$ cat src/rtl/mipi_pkg.sv
// Shared MIPI CSI-2 definitions: data-type codes, the 4-byte receive beat and frame-writer states.
package mipi_pkg;

    localparam logic [5:0] RAW8_DT   = 6'h2A;
    localparam logic [5:0] RAW10_DT  = 6'h2B;
    localparam logic [5:0] RGB565_DT = 6'h22;

    // Byte [0] is the earliest pixel of the beat.
    typedef logic [3:0][7:0] beat_t;

    typedef enum logic [1:0] {
        WAIT_FRAME,
        BETWEEN_LINES,
        IN_LINE
    } fw_state_t;

endpackage

$ cat src/rtl/sync_fifo_fwft.sv
// First-word-fall-through FIFO that accepts two words per push and releases one per pop.
module sync_fifo_fwft #(
    parameter int WIDTH = 38,
    parameter int DEPTH = 8
) (
    input  logic                     clk,
    input  logic                     reset_n,
    input  logic                     push2,
    input  logic [WIDTH-1:0]         din0,
    input  logic [WIDTH-1:0]         din1,
    input  logic                     pop,
    output logic [WIDTH-1:0]         dout,
    output logic                     valid,
    output logic [$clog2(DEPTH):0]   free
);

    localparam int AW = $clog2(DEPTH);

    logic [WIDTH-1:0] mem [DEPTH];
    logic [AW-1:0]    wr_ptr;
    logic [AW-1:0]    rd_ptr;
    logic [AW:0]      count;
    logic             do_pop;

    assign valid  = (count != '0);
    assign do_pop = pop && valid;
    assign free   = (AW+1)'(DEPTH) - count;
    assign dout   = mem[rd_ptr];

    // The caller guarantees two free slots before push2; pointers wrap because DEPTH is a power of 2.
    always_ff @(posedge clk or negedge reset_n) begin
        if (!reset_n) begin
            wr_ptr <= '0;
            rd_ptr <= '0;
            count  <= '0;
            for (int i = 0; i < DEPTH; i++) begin
                mem[i] <= '0;
            end
        end else begin
            if (push2) begin
                mem[wr_ptr]          <= din0;
                mem[wr_ptr + AW'(1)] <= din1;
                wr_ptr               <= wr_ptr + AW'(2);
            end
            if (do_pop) begin
                rd_ptr <= rd_ptr + AW'(1);
            end
            count <= count + (push2 ? (AW+1)'(2) : (AW+1)'(0)) - (do_pop ? (AW+1)'(1) : (AW+1)'(0));
        end
    end

endmodule

$ cat src/rtl/mipi_frame_writer.sv
// Crops RAW8 MIPI beats to the display window and streams 16-bit SDRAM words into ping-pong frame buffers.
module mipi_frame_writer
    import mipi_pkg::*;
#(
    parameter int         H_ACTIVE   = 640,
    parameter int         V_ACTIVE   = 480,
    parameter int         FIFO_DEPTH = 8,
    parameter int         ADDR_WIDTH = 22,
    parameter logic [5:0] RAW8_DT    = mipi_pkg::RAW8_DT
) (
    input  logic                  mipi_clk,
    input  logic                  reset_n,
    input  beat_t                 image_data,
    input  logic [5:0]            image_data_type,
    input  logic                  image_data_enable,
    input  logic                  frame_start,
    input  logic                  frame_end,
    output logic                  wr_valid,
    input  logic                  wr_ready,
    output logic [15:0]           wr_data,
    output logic [ADDR_WIDTH-1:0] wr_addr,
    output logic                  display_buffer,
    output logic                  frame_done,
    output logic                  overflow,
    output logic                  sync_err
);

    localparam int FRAME_WORDS = H_ACTIVE * V_ACTIVE / 2;
    localparam int LINE_WORDS  = H_ACTIVE / 2;
    localparam int XW          = $clog2(H_ACTIVE + 1);
    localparam int YW          = $clog2(V_ACTIVE + 1);
    localparam int FW          = ADDR_WIDTH + 16;
    localparam int CW          = $clog2(FIFO_DEPTH) + 1;

    fw_state_t             state, state_n;
    logic [XW-1:0]         x, x_n;
    logic [YW-1:0]         y, y_n;
    logic [ADDR_WIDTH-1:0] ptr, ptr_n;
    logic [ADDR_WIDTH-1:0] line_ptr, line_ptr_n;
    logic [ADDR_WIDTH-1:0] base;
    logic                  wr_buf, wr_buf_n;
    logic                  disp_n, done_n, ovf_n, serr_n;
    logic                  beat, line_end, push, pop;
    logic [CW-1:0]         free;
    logic [FW-1:0]         head;

    assign base = wr_buf ? ADDR_WIDTH'(FRAME_WORDS) : '0;

    always_ff @(posedge mipi_clk or negedge reset_n) begin
        if (!reset_n) begin
            state          <= WAIT_FRAME;
            x              <= '0;
            y              <= '0;
            ptr            <= '0;
            line_ptr       <= '0;
            wr_buf         <= 1'b0;
            display_buffer <= 1'b0;
            frame_done     <= 1'b0;
            overflow       <= 1'b0;
            sync_err       <= 1'b0;
        end else begin
            state          <= state_n;
            x              <= x_n;
            y              <= y_n;
            ptr            <= ptr_n;
            line_ptr       <= line_ptr_n;
            wr_buf         <= wr_buf_n;
            display_buffer <= disp_n;
            frame_done     <= done_n;
            overflow       <= ovf_n;
            sync_err       <= serr_n;
        end
    end

    // frame_start outranks everything, so a coincident beat is dropped and a mid-frame start restarts the same buffer.
    always_comb begin
        state_n    = state;
        x_n        = x;
        y_n        = y;
        ptr_n      = ptr;
        line_ptr_n = line_ptr;
        wr_buf_n   = wr_buf;
        disp_n     = display_buffer;
        done_n     = 1'b0;
        ovf_n      = overflow;
        serr_n     = sync_err;
        push       = 1'b0;
        beat       = image_data_enable &&
                     ((state == IN_LINE) ||
                      ((state == BETWEEN_LINES) && (image_data_type == RAW8_DT)));
        line_end   = (state == IN_LINE) && !image_data_enable;

        if (frame_start) begin
            if (state == WAIT_FRAME) begin
                ovf_n  = 1'b0;
                serr_n = 1'b0;
            end else begin
                serr_n = 1'b1;
            end
            x_n        = '0;
            y_n        = '0;
            ptr_n      = base;
            line_ptr_n = base;
            state_n    = BETWEEN_LINES;
        end else if (state != WAIT_FRAME) begin
            if (line_end) begin
                x_n        = '0;
                y_n        = (y == YW'(V_ACTIVE)) ? y : y + YW'(1);
                line_ptr_n = line_ptr + ADDR_WIDTH'(LINE_WORDS);
                ptr_n      = line_ptr + ADDR_WIDTH'(LINE_WORDS);
                state_n    = BETWEEN_LINES;
            end else if (beat && !frame_end) begin
                if ((x < XW'(H_ACTIVE)) && (y < YW'(V_ACTIVE))) begin
                    if (free >= CW'(2)) begin
                        push = 1'b1;
                    end else begin
                        ovf_n = 1'b1;
                    end
                end
                x_n     = (x == XW'(H_ACTIVE)) ? x : x + XW'(4);
                ptr_n   = ptr + ADDR_WIDTH'(2);
                state_n = IN_LINE;
            end
            if (frame_end) begin
                disp_n   = wr_buf;
                wr_buf_n = ~wr_buf;
                done_n   = 1'b1;
                state_n  = WAIT_FRAME;
            end
        end
    end

    assign pop = wr_valid && wr_ready;

    sync_fifo_fwft #(
        .WIDTH (FW),
        .DEPTH (FIFO_DEPTH)
    ) u_fifo (
        .clk     (mipi_clk),
        .reset_n (reset_n),
        .push2   (push),
        .din0    ({ptr, image_data[1], image_data[0]}),
        .din1    ({ptr + ADDR_WIDTH'(1), image_data[3], image_data[2]}),
        .pop     (pop),
        .dout    (head),
        .valid   (wr_valid),
        .free    (free)
    );

    assign wr_data = head[15:0];
    assign wr_addr = head[FW-1:16];

endmodule

$ cat config.mk
export PLATFORM = sky130hd
export DESIGN_NAME = mipi_frame_writer
export DESIGN_NICKNAME = d
export VERILOG_FILES = /design/src/rtl/mipi_pkg.sv /design/src/rtl/sync_fifo_fwft.sv /design/src/rtl/mipi_frame_writer.sv
export SDC_FILE = /design/constraint.sdc
export NUM_CORES = 1
export LEC_CHECK = 0
export CAP_MARGIN = 10
export CORE_ASPECT_RATIO = 0.75
export CORE_UTILIZATION = 45
export CTS_BUF_LIST = sky130_fd_sc_hd__clkbuf_16
export DETAILED_ROUTE_END_ITERATION = 6
export SETUP_SLACK_MARGIN = 0.5
export SLEW_MARGIN = 10
export SYNTH_ARGS = -nofsm -noshare
export SYNTH_HDL_FRONTEND = slang
export SYNTH_SLANG_ARGS = --single-unit
$ cat constraint.sdc
create_clock -name mipi_clk -period 5.55 [get_ports mipi_clk]
set_input_delay 1.11 -clock mipi_clk [delete_from_list [all_inputs] [get_ports mipi_clk]]
set_output_delay 1.11 -clock mipi_clk [all_outputs]
set_load 0.03 [all_outputs]
==> results of run 1 <==
per-layer routing:
| layer | track usage [%] | vias to the layer above | share of wire [%] |
|---|---|---|---|
| met3 | 2.646 | 57 | 3.5 |
| met4 | 5.147 | 0 | 1.8 |
| met5 | 0 | - | 0 |
| li1 | - | 4857 | - |
| met2 | 30.39 | 170 | 45 |
| met1 | 29.59 | 5575 | 49 |
where the power goes:
part           total (uW)  internal (uW)  switching [uW]
combinational         916            478             438
sequential           3130           2810             319
clock                2570           1490            1090
total                6620           4780            1840
cells in the final DEF (no fill, tap or decap), types with 5 or more instances in the layout:
master / Yosys / layout
dfrtp_1: 375 / 372
nand2_1: 47 / 47
mux4_2: 76 / 76
o21ai_0: 28 / 28
buf_12: 0 / 6
or3_1: 10 / 10
nand4_1: 18 / 18
mux2i_1: 5 / 5
buf_4: 4 / 14
and4_1: 7 / 7
clkdlybuf4s50_1: 0 / 85
nor2_1: 38 / 38
clkinv_1: 0 / 10
xnor2_1: 32 / 32
o31ai_1: 6 / 6
nor4_1: 6 / 6
ha_1: 18 / 18
xor2_1: 23 / 23
and3_1: 9 / 9
nor3_1: 9 / 9
clkbuf_16: 0 / 41
inv_1: 20 / 32
nand3_1: 21 / 21
and2_1: 7 / 7
a21oi_1: 32 / 32
clkinv_2: 0 / 5
mux2_2: 185 / 185
mux2_1: 156 / 156
metrics by stage:
step	hold WS (ns)	total power [uW]	utilization, %	cell area [um2]
4_1_cts	0.4812	6738	52.05	20600
3_5_place_dp	0.4686	4124	48.83	19320
2_1_floorplan	0.4524	3732	-	18060
3_3_place_gp	0.4614	4117	48.83	19320
5_1_grt	0.4938	6937	52.05	20600
6_report	0.4799	6619	52.05	20600
final timing paths:
path | to | slack, ns | start | cells past startpoint
setup / recovery | wr_data[2] | 1.06 | u_fifo.rd_ptr[0] | 4
hold / removal | u_fifo.mem[206] | 0.48 | u_fifo.mem[206] | 1
setup reg to reg | u_fifo.count[3] | 2.66 | u_fifo.count[0] | 12
hold reg to reg | u_fifo.mem[206] | 0.48 | u_fifo.mem[206] | 1
max in group asynchronous | u_fifo.mem[157] | 3.66 | reset_n | 2
min in group asynchronous | u_fifo.mem[146] | 0.62 | reset_n | 1
synth_stat cells (2+ instances only):
master     count
o21a_1         3
o22a_1         2
nor3b_1        4
nor2_1        38
nor4b_1        3
or3_1         10
buf_4          4
mux4_2        76
nand2_1       47
nand3_1       21
mux2_2       185
buf_1          5
clkbuf_1      49
and3_1         9
xnor2_1       32
a21boi_0       3
and4bb_2       2
mux2_1       156
buf_2         22
a31oi_1        4
nor4_1         6
a211oi_1       3
nor3_1         9
a31o_2         2
inv_1         20
ha_1          18
buf_6         16
o31ai_1        6
mux2i_1        5
or3b_2         2
nor2b_1        3
nor3b_2        4
a221oi_1       2
and2_1         7
nand4_1       18
o21ai_0       28
dfrtp_1      375
a21o_1         4
a21oi_1       32
and4_1         7
a22o_1         2
xor2_1        23
a2bb2oi_1      3
nand2b_1       2
critical path: cells and delay by family (launching register included):
family / cells / cell delay, ns
buf+inv: 2 / 1.02
flops: 1 / 0.95
mux: 2 / 0.84
kinds of logic after synthesis:
group | share of synthesized area, %
DFF | 51.95
adders and majority gates | 1.358
xor gates and xnor gates | 2.667
and+or+nand+nor | 6.047
buffers and inverters | 3.311
AOI/OAI and AO/OA | 3.664
muxes | 31.01
registers in the layout (all words and copies together) (netlist names):
name,cells
u_fifo.mem,304
ptr,22
line_ptr,16
y,9
x,8
u_fifo.count,4
u_fifo.rd_ptr,3
state,2
u_fifo.wr_ptr,2
display_buffer,1
frame_done,1
overflow,1
sync_err,1
wr_buf,1
area by class of cell:
class / count / area (um2) / share of cell area, %
clock buffer: 41 / 1026 / 4.981
inverter: 20 / 75.07 / 0.3645
tap: 520 / 650.6 / 3.159
clock inverter: 34 / 247.7 / 1.203
multi-input combinational: 798 / 8113 / 39.39
timing repair buffer: 106 / 1091 / 5.297
sequential: 375 / 9393 / 45.60
==> summary.md, run 1 <==
| Metric | Value |
|---|---|
| Routed via count | `around 11k` |
| Setup crit end kind | `output port` |
| Clk_skew | `0.01725 ns` |
| Final Max Slew Viols | `0` |
| Cell count after synthesis | `roughly 1.3k` |
| I/O pin cnt | `87` |
| Main flop type after synthesis | `dfrtp_1` |
| Final Hold Viols | `0` |
| Final setup margin | `~1.1 ns` |
| IO Port Bufs | `86` |
| Core box area | `~40000 um2` |
| Power per cell area | `between 300 and 400 nW/um2` |
| Clk_lat worst skew | `~0.55 ns` |
| CTS Sinks | `~380` |
| Global route overflow | `0` |
| Slowest CP cell | `dfrtp_4` |
| Relative slew slack | `25.25%` |
| Pre-antenna DRT Iters | `7` |
| Crit-path max FO | `38` |
| CP Cell Sequence | `buf_4 -> mux4_2 -> mux2_2 -> clkdlybuf4s50_1` |
| Detailed Route Iter0 Violations | `676` |
| Total Routing Usage GR | `between 10% and 20%` |
| Asr flop ratio synth | `100.0%` |
| Post-route DRC | `6` |
| Synth top area share | `51.95%` |
| Diode count | `0` |
| Initial antenna violation count | `0` |
| Post-Place Cells | `between 1.5k and 2k` |
| Non-Filler Instances | `1894` |
| Critical path arrival | `~3.4 ns` |
| Final worst-path cycle share | `80.89%` |
| Nets@finish | `roughly 1.4k` |
| Wirelength, routed | `between 30000 and 40000 um` |
| Synth Area per Inst | `approximately 14 um2` |
| Fmax | `between 0.2 and 0.25 GHz` |
| LEAKAGE | `slightly below 0.01 uW` |
| Mapped Area | `between 15000 and 20000 um2` |
| Layout cells sized above 1 | `about a quarter` |
| GP Congestion | `about 0.83` |
| Crit-path max cell delay | `roughly 0.95 ns` |
| Failing checks | `DRC` |
| Die height | `175.5 um` |
| Largest net degree at the start of global routing | `112` |
| Post-synth top area cell | `dfrtp_1` |
| Routed vias/inst | `around 5.6` |
| Area growth syn-to-layout | `14.01%` |
| Setup TNS | `0 ns` |
| Worst-path clk slew | `about 0.060 ns` |
| RSZ-0062 raised after global routing | `no` |
| EDFF count, synth | `0` |
| First-pass GRT wire length | `around 64000 um` |
| Tmin final | `4.490 ns` |
| Final Setup Violations | `0` |
| Num CTS Buffers | `41` |
| Root cell of the clock tree | `clkbuf_16` |
| Seq/Total Area, Yosys | `roughly half` |
| Die area | `40960 um2` |
| H-tree depth | `2` |
| Antenna Nets Post-Route | `0` |
| CTS tree | `yes` |
| Req. time, crit path | `~4.4 ns` |
| Critical Path Source Type | `flip-flop` |
| Slew @ Worst Pin | `around 1.1 ns` |
| Fill cell count | `between 3k and 4k` |
| Yosys warns | `0` |
| VDD IR max | `approximately 0.00019 V` |
| Top cells by area, synth | `dfrtp_1, mux2_2, mux2_1, mux4_2, xnor2_1` |
| CP Class | `flip-flop to output port` |
| HPWL after DPL | `23210 um` |
| Synth unique cells | `61` |
| Worst Hold Class | `flip-flop to flip-flop` |
| Dpl ws | `about 1.5 ns` |
| WL/cell | `approximately 20 um` |
| Die width | `around 230 um` |
| Max_cap viols | `0` |
| Vias in the first global route | `~11k` |
| Hold Buf Count CTS | `0` |
| Setup repair bufs after CTS | `0` |
| Post_cts resized | `0` |
| Yosys reg bits | `about 380` |
| Mapped Nets | `approximately 1.4k` |
| Initial Util | `between 40% and 50%` |
| Status | `finished with violations` |
| CTS Buffer Depth | `3` |
| Row cnt | `63` |
Note: power is estimated with default switching activity, not from simulation.
==> inputs of run 2 (changes only) <==
==> constraint.sdc (replaced) <==
create_clock -name mipi_clk -period 3.95 [get_ports mipi_clk]
set_input_delay 0.79 -clock mipi_clk [delete_from_list [all_inputs] [get_ports mipi_clk]]
set_output_delay 0.79 -clock mipi_clk [all_outputs]
set_load 0.03 [all_outputs]
==> run 2 against run 1 <==
Net effect:
- the flow still finishes with violations (DRC)
- highest routed layer unchanged
- non-clock buffer count rose by 23
- cell count increased by 0.79%
- die area stayed put
- critical endpoint is now wr_addr[16]
- cell area up 0.77%
==> summary.md, run 2 (synthesis gave the netlist of run 1 again) <==
| Metric | Value |
|---|---|
| Status | `finished with violations` |
| Failing checks | `DRC` |
| Setup TNS | `0 ns` |
| GP Congestion | `roughly 0.85` |
| Req. time, crit path | `approximately 3.2 ns` |
| HPWL after DPL | `approximately 25000 um` |
| Nets@finish | `roughly 1.4k` |
| Largest net degree at the start of global routing | `around 120` |
| Num CTS Buffers | `39` |
| Global route overflow | `0` |
| Commonest non-fill, non-tap cells in the layout | `dfrtp_1, mux2_2, mux2_1, mux4_2, clkdlybuf4s50_1` |
| Relative slew slack | `30.62%` |
| H-tree depth | `2` |
| IO Port Bufs | `86` |
| WL/cell | `between 20 and 25 um` |
| Clk_skew | `~0.017 ns` |
| Root cell of the clock tree | `clkbuf_16` |
| Final Setup Violations | `0` |
| Total Routing Usage GR | `around 20%` |
| Routed vias/inst | `5.685` |
| Slew @ Worst Pin | `between 1 and 1.5 ns` |
| Pre-antenna DRT Iters | `7` |
| VDD IR max | `~0.00031 V` |
| Non-Filler Instances | `between 1.5k and 2k` |
| Final setup margin | `roughly 0.62 ns` |
| Die width | `233.4 um` |
| Wirelength, routed | `39280 um` |
| Die height | `approximately 180 um` |
| I/O pin cnt | `between 80 and 90` |
| Worst Hold Class | `input pin to asynchronous set/reset pin` |
| Post-route DRC | `6` |
| Top reg by flops | `u_fifo.mem` |
| RSZ-0062 raised after global routing | `no` |
| Largest register FFs | `between 300 and 400` |
| Diode count | `0` |
| Row cnt | `63` |
| Detailed Route Iter0 Violations | `718` |
| Clk_lat worst skew | `0.54 ns` |
| Initial Util | `roughly 46%` |
| Final Hold Viols | `0` |
| Largest registers | `u_fifo.mem: 304 flops, ptr: 22 flops, line_ptr: 16 flops` |
| Setup crit end kind | `output port` |
| Layout cells sized above 1 | `26.78%` |
| Final worst-path cycle share | `between 80% and 90%` |
| Die area | `just over 40000 um2` |
| Core Util, Final | `52.45%` |
| CP Class | `flip-flop to output port` |
| LEAKAGE | `~0.01 uW` |
| Critical Path Source Type | `flip-flop` |
| Critical path arrival | `~2.5 ns` |
| Dpl ws | `between 0.3 and 0.4 ns` |
| Most common cell after layout, fill and taps aside | `dfrtp_1` |
| Worst-path clk slew | `0.06 ns` |
| Antenna Nets Post-Route | `0` |
| Vias in the first global route | `around 11k` |
| Tmin final | `roughly 3.3 ns` |
| CTS tree | `yes` |
| Max_cap viols | `0` |
| Initial antenna violation count | `0` |
| CTS Buffer Depth | `3` |
| Crit-path max FO | `17` |
| Area growth syn-to-layout | `14.89%` |
| First-pass GRT wire length | `around 66000 um` |
| Total Power | `slightly above 9000 uW` |
| Fmax | `around 0.3 GHz` |
| CTS Sinks | `375` |
| Routed via count | `between 10k and 15k` |
| Final Max Slew Viols | `0` |
| Hold Buf Count CTS | `0` |
| Post-Place Cells | `1837` |
| Core box area | `39570 um2` |
| Power per cell area | `~450 nW/um2` |
==> run 2: stage by stage <==
step	hold slack, ns	cell area, um2
after floorplan	0.4524	18060
after global placement	0.4617	19580
after detailed placement	0.4687	19580
after CTS	0.4251	20750
after global routing	0.4318	20750
final	0.3427	20750
==> run 2: metal layers <==
metal / part of all wire, % / wire length (um) / global-route usage [%]
met1: 49 / 19290 / 31.06
met2: 45 / 17600 / 30.25
met3: 4.1 / 1617 / 3.052
met4: 2.0 / 773 / 5.365
met5: 0 / 0 / 0
==> run 2: layout make-up <==
type	count	area, um2
fill	3343	18820
sequential	375	9393
multi-input combinational	798	8113
timing repair buffer	129	1395
clock buffer	40	1001
tap	520	650.6
clock inverter	27	127.6
inverter	20	75.07
==> run 2: final timing paths <==
kind,startpoint,endpoint,slack [ns],cells past startpoint
max,u_fifo.rd_ptr[2],wr_addr[16],0.62,3
min,reset_n,u_fifo.mem[183],0.34,1
max reg2reg,u_fifo.count[1],u_fifo.count[3],1.05,12
min reg2reg,u_fifo.mem[223],u_fifo.mem[223],0.48,1
max in group asynchronous,reset_n,u_fifo.mem[274],2.66,2
min in group mipi_clk,u_fifo.mem[223],u_fifo.mem[223],0.48,1
==> run 2: where the power goes <==
part           leakage, uW  switching [uW]  internal (uW)
sequential         0.00516             232           3960
clock             0.000605            1510           1830
combinational      0.00424             897            831
total               0.0100            2640           6620
==> run 2: critical path: stages, from the launching register on <==
cell and delay (ns):
dfrtp_2 0.75, buf_12 0.26, mux2_2 0.37, clkdlybuf4s50_1 0.61
==> run 2: timing repair <==
action | CTS | global route
endpoints found under the hold margin | 0 | 0
buffers inserted | 5 | 0
endpoints found under the setup margin | 38 | 1
resized for setup | 37 | 1
==> RTL edit 1 (flow settings as in run 2) <==
`H_ACTIVE`: 640 -> 320.
--- a/src/rtl/mipi_frame_writer.sv
+++ b/src/rtl/mipi_frame_writer.sv
@@ -2,7 +2,7 @@
 module mipi_frame_writer
     import mipi_pkg::*;
 #(
-    parameter int         H_ACTIVE   = 640,
+    parameter int         H_ACTIVE   = 320,
     parameter int         V_ACTIVE   = 480,
     parameter int         FIFO_DEPTH = 8,
     parameter int         ADDR_WIDTH = 22,
Behaviour: no difference found for any inputs over 4 cycles, from zero or initial values and one cycle with reset_n low; that may be too few to reach the edited logic, so the function may still have changed.
==> RTL edit 1 against run 2 <==
- power up 4.3%
- register-to-register slack better by 20 ps
- hold slack worse by 140 ps
- fmax about the same
- setup slack better by 1.6 ps
- count of clock-buffer cells in the layout unchanged
- sequential cell count unchanged
- area after synthesis up 2.9%
- design area up 2.2%
- wire length up 2.2%
- highest routed layer unchanged
==> RTL edit 1: results (changes against run 2) <==
Status
  • Outcome: finished, final reports clean (was finished, violations left)

Setup path
  • Data arrival at the endpoint of the critical path: 2530 ps (was 2540 ps)
  • Worst R2R Setup Slack: 1070 ps (was 1050 ps)
  • Delay contributed by the slowest stage of the critical path: 520 ps (was 750 ps)
  • Worst-path fanout max: 14 (was 17)

Cells and area
  • Layout cell share with drive strength beyond 1: 35.1% (was 26.8%)
  • Portion of the layout cell area used by clock cells: 5.89% (was 5.44%)
  • Combined area of the multi-input logic cells: 8490 um2 (was 8110 um2)
  • Count of sequential standard cells: 375 (unchanged)
  • Share of the final layout cell area in sequential cells: 44.3% (was 45.3%)
  • Largest registers ranked by flip-flop count: u_fifo.mem (304), ptr (22), line_ptr (17) (was u_fifo.mem (304), ptr (22), line_ptr (16))

Routing
  • DR vias: 11000 (was 10900)
  • Number of iterations in the first detailed-routing pass: 5 (was 7)
  • Initial detailed-routing violation count: 647 (was 718)

Placement
  • Routability congestion estimate from global placement: 0.809 (was 0.846)

Pwr
  • Static leakage: 10.0 nW (about the same)
  • Worst vdd rail ir drop: 300 uV (was 307 uV)

Global routing
  • Global-route met1 utilization: 30.3% (was 31.1%)
  • Global-route usage over all layers: 20.0% (was 20.4%)
  • First-pass GRT wire length: 66900 um (was 65700 um)
  • Met2 layer usage reported by global route: 30.5% (was 30.3%)
  • Maximum number of pins on one net before global-route repair: 93 (was 121)

Synthesis
  • Mux cell area share after synthesis: 31.7% (was 31.0%)
  • Compound-cell area share of the yosys netlist: 3.86% (was 3.66%)
  • Top area cells in the synthesized netlist: sky130_fd_sc_hd__dfrtp_1 (51%), sky130_fd_sc_hd__mux2_2 (14%), sky130_fd_sc_hd__mux4_2 (9.2%), sky130_fd_sc_hd__mux2_4 (6.3%), sky130_fd_sc_hd__mux2_1 (2.4%) (was sky130_fd_sc_hd__dfrtp_1 (52%), sky130_fd_sc_hd__mux2_2 (12%), sky130_fd_sc_hd__mux2_1 (9.7%), sky130_fd_sc_hd__mux4_2 (9.5%), sky130_fd_sc_hd__xnor2_1 (1.6%))
  • Share of the synthesized netlist area taken by xor and xnor gates: 2.73% (was 2.67%)

STA
  • Post-route clock skew: 20.5 ps (was 17.5 ps)
  • Max-slew headroom: 44.6% (was 30.6%)
==> RTL edit 1: repair_timing <==
item | CTS | global route
cloned | 0 | 0
gates resized for setup | 37 | 1
hold endpoints to repair | 0 | 0
buffers inserted | 9 | 0
endpoints found under the setup margin | 38 | 1
pin swaps | 0 | 0
==> RTL edit 1: power by group <==
group / total (mW) / internal, mW / switching [mW] / leakage (nW)
registers: 4.18 / 3.96 / 0.220 / 5.16
clock network: 3.63 / 2.05 / 1.57 / 0.638
logic: 1.84 / 0.883 / 0.954 / 4.22
==> RTL edit 1: worst max path at each step <==
stage | start | to | cells after the start
final | u_fifo.rd_ptr[0]$_DFFE_PN0P_ | wr_addr[10] | 5
after global routing | u_fifo.rd_ptr[0]$_DFFE_PN0P_ | wr_addr[10] | 5
after CTS | u_fifo.rd_ptr[0]$_DFFE_PN0P_ | wr_addr[3] | 5
after detailed placement | image_data_type[3] | u_fifo.count[3]$_DFF_PN0_ | 11
after global placement | image_data_type[3] | u_fifo.count[3]$_DFF_PN0_ | 11
after floorplan | image_data_type[0] | u_fifo.count[3]$_DFF_PN0_ | 10
==> RTL edit 1: metrics by stage <==
stage / area (um2) / total power [mW] / cells / setup slack [ps] / hold slack, ps
6_report: 21200 / 9.65 / 1944 / 625 / 200
5_1_grt: 21200 / 10.1 / 1943 / 541 / 257
4_1_cts: 21200 / 9.82 / 1943 / 339 / 232
3_5_place_dp: 19900 / 6.03 / 1863 / 232 / 468
3_3_place_gp: 19900 / 6.01 / 1863 / 372 / 462
2_1_floorplan: 18600 / 5.33 / 1312 / 1010 / 445
==> RTL edit 1: metal layers <==
metal  vias to the layer above  part of all wire [%]
met4                         0                   1.4
met1                      5793                    50
li1                       4953                     -
met5                         -                     0
met3                        51                   4.0
met2                       199                    45
==> RTL edit 2 (flow settings as in run 2) <==
Made on the original files. Encoding of `fw_state_t`: now one-hot (3 bits for 3 states).
--- a/src/rtl/mipi_pkg.sv
+++ b/src/rtl/mipi_pkg.sv
@@ -8,10 +8,10 @@
     // Byte [0] is the earliest pixel of the beat.
     typedef logic [3:0][7:0] beat_t;
 
-    typedef enum logic [1:0] {
-        WAIT_FRAME,
-        BETWEEN_LINES,
-        IN_LINE
+    typedef enum logic [2:0] {
+        WAIT_FRAME    = 3'b001,
+        BETWEEN_LINES = 3'b010,
+        IN_LINE       = 3'b100
     } fw_state_t;
 
 endpackage
Behaviour: same outputs for any inputs over 4 cycles, from zero or initial values and one cycle with reset_n low; so few cycles prove little.
==> RTL edit 2 against run 2 <==
- sequential cell count grew 1
- synthesized cell count increased by 1.6%
- design area up 4.6%
- setup slack got worse by 17 ps
- area after synthesis up 3.8%
- critical path depth is 2 higher
- die area increased by 3.8%
- register-to-register slack better by 160 ps
- wire length rose by 2.0%
- power up 4.7%
==> RTL edit 2: results (changes against run 2) <==
Status
  • Outcome: finished, final reports clean (was finished, violations left)

STA
  • Min Tclk post-route: 3340 ps (was 3330 ps)
  • Worst Hold Margin: 213 ps (was 343 ps)
  • Worst-margin pin slew: 785 ps (was 1040 ps)

Global routing
  • Via count of the first global-routing pass: 11300 (was 11400)
  • First-pass GRT wire length: 66300 um (was 65700 um)

Routing
  • Sum of met3 wire segment lengths after detailed routing: 1370 um (was 1620 um)
  • Number of iterations in the first detailed-routing pass: 5 (was 7)

Placement
  • Routability congestion estimate from global placement: 0.776 (was 0.846)
  • Half-perimeter wire length after detailed placement: 25400 um (was 25100 um)
  • Total cell area at the placement stage: 20400 um2 (was 19600 um2)
  • Number of placed instances with taps included: 1893 (was 1837)

Clock tree
  • Post-cts sizing count: 38 (was 37)
  • Clock buffer count from CTS: 41 (was 39)
  • Worst-skew pair later-pin latency: 560 ps (was 540 ps)

Setup path
  • Crit. Startpoint: u_fifo.rd_ptr[0]$_DFFE_PN0P_ (was u_fifo.rd_ptr[2]$_DFFE_PN0P_)
  • R2r worst-path depth: 7 (was 12)

Synthesis
  • Top post-synthesis cells by count: sky130_fd_sc_hd__dfrtp_1 (375), sky130_fd_sc_hd__mux2_2 (187), sky130_fd_sc_hd__mux2_4 (156) (was sky130_fd_sc_hd__dfrtp_1 (375), sky130_fd_sc_hd__mux2_2 (185), sky130_fd_sc_hd__mux2_1 (156))
  • Post-Syn Nets: 1372 (was 1352)
  • Share of synthesized cell area in full adder, half adder and majority cells: 1.31% (was 1.36%)
  • Share of the synthesized netlist area taken by xor and xnor gates: 2.57% (was 2.67%)
  • Mean cell area of the mapped netlist: 14.3 um2 (was 14.0 um2)

Pwr
  • Sequential power share: 43.2% (was 45.3%)
  • Static leakage: 10.7 nW (was 10.0 nW)

Cells and area
  • Fin nets: 1446 (was 1426)
  • Fill cells: 3401 (was 3343)
[RTL edit 2: cell types whose count changed in the layout (fill, tap and decap cells not counted), moves of 4 or more]
cell,before,now
sky130_fd_sc_hd__mux2_1,156,0
sky130_fd_sc_hd__mux2_4,0,156
sky130_fd_sc_hd__nor2_1,38,47
sky130_fd_sc_hd__a21oi_1,32,24
sky130_fd_sc_hd__a31oi_1,4,11
sky130_fd_sc_hd__a22o_1,2,8
sky130_fd_sc_hd__mux2i_1,5,11
sky130_fd_sc_hd__nor3_1,9,14
sky130_fd_sc_hd__bufinv_16,0,4
sky130_fd_sc_hd__nand4_4,0,4
sky130_fd_sc_hd__nor3b_4,4,0
[RTL edit 2: cell type report]
class                           count  share of cell area (%)
Sequential cell                   376                    43.4
Timing Repair Buffer              131                    6.49
Inverter                           24                   0.415
Clock buffer                       42                    4.84
Tap cell                          561                    3.23
Multi-Input combinational cell    809                    40.5
Clock inverter                     29                    1.17
